--- src/rtl/race_join_ctrl.sv ---
// Purpose : N-channel fork/join controller; launches countdown workers and reports the join point.
// Latency : done is registered and pulses one cycle after the join edge; a worker of delay D finishes D edges after launch.
// Backpres: start is accepted only while idle (busy low); starts while busy are dropped without side effects.
// Optional watchdog: define RACE_TIMEOUT_EN to enable the TIMEOUT-cycle run watchdog.
module race_join_ctrl #(
   parameter int N       = 4,
   parameter int CNT_W   = 8,
   parameter int TIMEOUT = 255
) (
   input  logic                          clk,
   input  logic                          rst,
   input  logic                          start,
   input  logic [1:0]                    mode,
   input  logic [N-1:0]                  en,
   input  logic [N*CNT_W-1:0]            delay,
   input  logic [N-1:0]                  kill,
   output logic                          busy,
   output logic                          done,
   output logic                          winner_valid,
   output logic [(N>1?$clog2(N):1)-1:0]  winner_id,
   output logic [2*N-1:0]                status,
   output logic                          timeout
);

   localparam int IDW = (N > 1) ? $clog2(N) : 1;

   // Per-channel process-style state encoding, as seen on the status port.
   localparam logic [1:0] CH_IDLE = 2'd0;
   localparam logic [1:0] CH_RUN  = 2'd1;
   localparam logic [1:0] CH_FIN  = 2'd2;
   localparam logic [1:0] CH_KILL = 2'd3;

   // Join modes as latched at launch; the reserved code behaves as join-all.
   localparam logic [1:0] M_ANY  = 2'd1;
   localparam logic [1:0] M_NONE = 2'd2;

   typedef enum logic [1:0] {
      S_IDLE   = 2'd0,
      S_RUN    = 2'd1,
      S_JOINED = 2'd2
   } fsm_t;

   fsm_t                       state_q, state_d;
   logic [N-1:0][1:0]          st_q, st_d;
   logic [N-1:0][CNT_W-1:0]    cnt_q, cnt_d;
   logic [1:0]                 mode_q, mode_d;
   logic                       done_q, done_d;
   logic                       wv_q, wv_d;
   logic [IDW-1:0]             wid_q, wid_d;

   // Channels finishing at this edge, and whether anything is still running after it.
   logic [N-1:0]               fin;
   logic                       any_run;

`ifdef RACE_TIMEOUT_EN
   localparam int TO_W = (TIMEOUT > 1) ? $clog2(TIMEOUT) : 1;
   logic [TO_W-1:0]            to_cnt_q, to_cnt_d;
   logic                       timeout_q, timeout_d;
   logic                       wd_fire;
`else
   logic                       unused_timeout_cfg;
   assign unused_timeout_cfg = (TIMEOUT == 0);
`endif

   // Next-state logic: launch, per-channel countdown, winner capture, join detection.
   always_comb begin
      state_d = state_q;
      st_d    = st_q;
      cnt_d   = cnt_q;
      mode_d  = mode_q;
      done_d  = 1'b0;
      wv_d    = wv_q;
      wid_d   = wid_q;
      fin     = '0;
      any_run = 1'b0;
`ifdef RACE_TIMEOUT_EN
      to_cnt_d  = to_cnt_q;
      timeout_d = timeout_q;
      wd_fire   = 1'b0;
`endif

      case (state_q)
         S_IDLE: begin
            if (start) begin
               for (int i = 0; i < N; i++) begin
                  if (en[i]) begin
                     st_d[i]  = CH_RUN;
                     // A zero delay still takes one edge to finish.
                     cnt_d[i] = (delay[i*CNT_W +: CNT_W] == '0) ? CNT_W'(1)
                                                                : delay[i*CNT_W +: CNT_W];
                  end else begin
                     st_d[i]  = CH_IDLE;
                     cnt_d[i] = '0;
                  end
               end
               mode_d = mode;
               wv_d   = 1'b0;
               wid_d  = '0;
`ifdef RACE_TIMEOUT_EN
               to_cnt_d  = '0;
               timeout_d = 1'b0;
`endif
               // Fire-and-forget runs, and runs with nothing enabled, join at launch.
               if (mode == M_NONE || en == '0) begin
                  done_d  = 1'b1;
                  state_d = S_JOINED;
               end else begin
                  state_d = S_RUN;
               end
            end
         end

         default: begin
            // Workers keep counting after the join so background (join-none) runs complete.
            for (int i = 0; i < N; i++) begin
               if (st_q[i] == CH_RUN) begin
                  if (kill[i]) begin
                     st_d[i]  = CH_KILL;
                     cnt_d[i] = '0;
                  end else if (cnt_q[i] == CNT_W'(1)) begin
                     st_d[i]  = CH_FIN;
                     cnt_d[i] = '0;
                     fin[i]   = 1'b1;
                  end else begin
                     cnt_d[i] = cnt_q[i] - CNT_W'(1);
                  end
               end
            end

            // First finishing edge of the run names the winner; ties go to the lowest index.
            if (!wv_q && (fin != '0)) begin
               wv_d = 1'b1;
               for (int i = N - 1; i >= 0; i--) begin
                  if (fin[i]) begin
                     wid_d = IDW'(i);
                  end
               end
            end

            // Join-any: the first finisher(s) abort every other running worker.
            if (state_q == S_RUN && mode_q == M_ANY && (fin != '0)) begin
               for (int i = 0; i < N; i++) begin
                  if (st_d[i] == CH_RUN) begin
                     st_d[i] = CH_KILL;
                     cnt_d[i] = '0;
                  end
               end
            end

`ifdef RACE_TIMEOUT_EN
            // Watchdog: at the TIMEOUT-th edge after launch, kill whatever is still running.
            if (to_cnt_q != TO_W'(TIMEOUT - 1)) begin
               to_cnt_d = to_cnt_q + TO_W'(1);
            end
            if (to_cnt_q == TO_W'(TIMEOUT - 1)) begin
               for (int i = 0; i < N; i++) begin
                  if (st_d[i] == CH_RUN) begin
                     wd_fire  = 1'b1;
                     st_d[i]  = CH_KILL;
                     cnt_d[i] = '0;
                  end
               end
            end
            if (wd_fire) begin
               timeout_d = 1'b1;
            end
`endif

            for (int i = 0; i < N; i++) begin
               if (st_d[i] == CH_RUN) begin
                  any_run = 1'b1;
               end
            end

            // Every join flavour reduces to "nothing left running" once kills are applied.
            if (state_q == S_RUN) begin
               if (!any_run) begin
                  done_d  = 1'b1;
                  state_d = S_JOINED;
               end
            end else begin
               if (!any_run) begin
                  state_d = S_IDLE;
               end
            end
         end
      endcase
   end

   // State registers with synchronous reset; a reset mid-run drops the run silently.
   always_ff @(posedge clk) begin
      if (rst) begin
         state_q <= S_IDLE;
         st_q    <= '0;
         cnt_q   <= '0;
         mode_q  <= '0;
         done_q  <= 1'b0;
         wv_q    <= 1'b0;
         wid_q   <= '0;
`ifdef RACE_TIMEOUT_EN
         to_cnt_q  <= '0;
         timeout_q <= 1'b0;
`endif
      end else begin
         state_q <= state_d;
         st_q    <= st_d;
         cnt_q   <= cnt_d;
         mode_q  <= mode_d;
         done_q  <= done_d;
         wv_q    <= wv_d;
         wid_q   <= wid_d;
`ifdef RACE_TIMEOUT_EN
         to_cnt_q  <= to_cnt_d;
         timeout_q <= timeout_d;
`endif
      end
   end

   assign busy         = (state_q != S_IDLE);
   assign done         = done_q;
   assign winner_valid = wv_q;
   assign winner_id    = wid_q;
   assign status       = st_q;
`ifdef RACE_TIMEOUT_EN
   assign timeout      = timeout_q;
`else
   assign timeout      = 1'b0;
`endif

endmodule

--- config.mk ---
export PLATFORM = sky130hd
export DESIGN_NAME = race_join_ctrl
export DESIGN_NICKNAME = d
export VERILOG_FILES = /design/src/rtl/race_join_ctrl.sv
export SDC_FILE = /design/constraint.sdc
export NUM_CORES = 1
export LEC_CHECK = 0
export CAP_MARGIN = 20
export CORE_UTILIZATION = 47
export CTS_CLUSTER_SIZE = 28
export DETAILED_ROUTE_END_ITERATION = 7
export PLACE_DENSITY_LB_ADDON = 0.15
export SYNTH_ARGS = -nofsm -noshare
export SYNTH_HDL_FRONTEND = slang
export SYNTH_SLANG_ARGS = --single-unit
--- constraint.sdc ---
create_clock -name clk -period 2.92 [get_ports clk]
set_input_delay 0.584 -clock clk [delete_from_list [all_inputs] [get_ports clk]]
set_output_delay 0.584 -clock clk [all_outputs]
set_load 0.02 [all_outputs]
==> impl_results.md <==
- ANT nets after route: 0
- Residual DRC: 0
- Final slew viol count: 0
- Overall die area: ~0.0073 sq mm
- Post-synth top area share: 29.5%
- MaxCap Viol Count: 0
- Placed inst area: ~0.0039 sq mm
- Syn avg cell area: between 7 and 8 sq um
- GRT Util Overall: between 20% and 30%
- TNS Setup: 0 ns
- CTS Buf Count: 5
- Via count: between 3000 and 4000
- Root Buffer: clkbuf_8
- Number of port buffers: 57
- Tightest Pin Transition: between 0.8 and 0.9 ns
- Final hold violations: 0
- Distinct cell type count after synthesis: 70
- Cell Area, Synth: between 0.003 and 0.004 sq mm
- Post-CTS Setup Inserts: 0
- Cells after Synth: 424
- Synth async-reset ratio: 0%
- Worst-path fanout max: 5
- WP data required: roughly 3.1 ns
- Detailed Route WL: slightly below 10 mm
- DRT Pass-1 Iters: 5
- Largest net degree at the start of global routing: 32
- CTS clock-pin slew for the worst setup and hold paths: about 0.09 ns
- Clock H-tree levels: 2
- Core area: approximately 0.0065 sq mm
- Count of standard-cell rows: 29
- Dpl ws: approximately 0.055 ns
- Number of flops mapped to enable cells by yosys: 0
- GR Overflow Total: 0
- Syn Nets: between 400 and 500
- Vert. Die Dim: around 85 um
- Final Cell Area: around 0.004 sq mm
- Die Wd: between 80 and 90 um
- PD cells: 429 mW/mm^2
- Max Freq: between 300 and 400 MHz
- Initial drt markers: approximately 220
- CTS tree: done
- Primary FF master, synth: dfxtp_1
- Boundary Pins: 59
- Sink Count: 48
- Vias in the first global route: 3302
- Worst Clk Skew: ~0.0069 ns
- Leak: between 1 and 1.5 nW
- Yosys top cell by area: dfxtp_1
- Minimum clock period: between 2 and 3 ns
- Share of layout cells above drive strength 1: ~8.3%
- Worst IR Drop VDD: approximately 0.00031 V
- Crit share post-route: between 90% and 100%
- Worst Path Arrival: roughly 3.0 ns
- Relative slew margins: a little over two fifths
- Avg WL per Cell: around 18 um
- Area delta synth->final: 22.4%
- Synth top area cells: dfxtp_1 (30%), a21oi_1 (6.0%), nand2_1 (4.3%), a32oi_1 (3.8%), o21ai_0 (3.7%)
- Final #Nets: about 530
- Via density: between 6 and 7
- Commonest cells post-synth: dfxtp_1 (48), a21oi_1 (39), nand2_1 (37)
- Run status: complete, no violations
- Initial Util: 49.8%
- DP HPWL: 7.31 mm
- Critical setup path kind: reg2reg
- Placer Congestion: 0.932
- Antenna Cells: 0
- First-pass GRT wire length: between 15 and 20 mm
- CTS resizes: 0
- Final setup margin: approximately 0.14 ns
- Hold Buf Count CTS: 0
- Clk Latency, worst-skew pair: around 0.30 ns
- Number of fill cells: 611
- Crit. End Element: flop
- Top-count cell post-synth: dfxtp_1
- Setup-failing EPs final: 0
- Hold slack: about 0.48 ns
- Clock buffer depth: 2
- Hold/Removal Path Class: reg2reg
- Synthesis Warnings: 0
- CP Launch Type: flop
- RSZ-0062 raised after global routing: false
- Register area share after synthesis: 29.5%
- Yosys reg bits: 48
- Initial antenna violation count: 0
area by class of cell:
class	instances	area [sq um]	area share (%)
timing repair buffer	74	698	17.5
clock buffer	6	72.6	1.82
tap	77	96.3	2.42
inverter	19	71.3	1.79
multi-input combinational	333	2080	52.2
sequential	48	961	24.1
clock inverter	1	5.00	0.126
registers in the layout, indices dropped and copies added, names as in the netlist:
| name | cells |
|---|---|
| state_q | 2 |
| winner_valid | 1 |
| status | 8 |
| cnt_q | 32 |
| mode_q | 2 |
| done | 1 |
| winner_id | 2 |
worst max-delay path, stage by stage, from the launching register on:
cell	delay, ns
dfxtp_1	0.40
ha_1	0.19
or4b_2	0.66
nor4_4	0.29
or4_1	0.27
buf_4	0.18
a21boi_0	0.14
o21ai_0	0.39
o22ai_1	0.15
where the power goes:
group,leakage (nW),internal [mW],switching (mW)
Combinational,0.936,0.240,0.323
Sequential,0.392,0.703,0.0577
Clock,0.0410,0.164,0.223
Total,1.37,1.11,0.604
cells by family (layout without fill, tap and decap cells):
logic type                 Yosys count  in the layout  share of synthesized area, %
and+or+nand+nor                    183            183                          31.8
AOI/OAI and AO/OA                  131            131                          25.8
DFF                                 48             48                          29.5
buffers and inverters               43            100                          6.84
adders and majority gates            8              8                          3.08
xor gates and xnor gates             6              6                          1.61
muxes                                4              4                          1.23
other                                1              1                         0.115
layer usage:
layer  track usage (%)  vias up  share of wire (%)
li1                  -     1718                  -
met2              46.4      159                 46
met3              4.18       17                7.0
met5                 0        -                  0
met1              37.8     1673                 45
met4              7.86        0                1.7
through the flow:
step | util, % | power, mW | cells
3_5_place_dp | 59.8 | 1.33 | 551
5_1_grt | 61.0 | 1.80 | 558
4_1_cts | 61.0 | 1.71 | 558
6_report | 61.0 | 1.71 | 558
2_1_floorplan | - | 1.12 | 424
3_3_place_gp | 59.8 | 1.32 | 551
worst paths after layout:
kind,startpoint,end,slack [ns],cells past startpoint
setup / recovery,cnt_q[8],cnt_q[15],0.14,8
hold / removal,mode_q[0],mode_q[0],0.48,2
setup reg to reg,cnt_q[8],cnt_q[15],0.14,8
hold reg to reg,mode_q[0],mode_q[0],0.48,2
layout by cell type (no fill, tap or decap), types with 3 or more instances in the layout:
cell type | Yosys | routed
a211oi_1 | 8 | 8
a21oi_1 | 39 | 39
a31oi_1 | 14 | 14
a32oi_1 | 14 | 14
buf_4 | 3 | 17
clkbuf_8 | 3 | 5
clkdlybuf4s50_1 | 0 | 57
dfxtp_1 | 48 | 48
ha_1 | 8 | 8
inv_1 | 18 | 18
mux2i_1 | 4 | 4
nand2_1 | 37 | 37
nand2b_1 | 7 | 7
nand3_1 | 16 | 16
nand3b_1 | 4 | 4
nand4_1 | 4 | 4
nand4b_1 | 3 | 3
nor2_1 | 32 | 31
nor2b_1 | 7 | 7
nor3_1 | 16 | 16
nor3b_1 | 4 | 3
nor4_1 | 12 | 12
o211ai_1 | 4 | 4
o21ai_0 | 24 | 24
o22ai_1 | 4 | 4
or3_1 | 10 | 10
or4_1 | 12 | 12
xnor2_1 | 5 | 5
(Power assumes the default switching activity.)
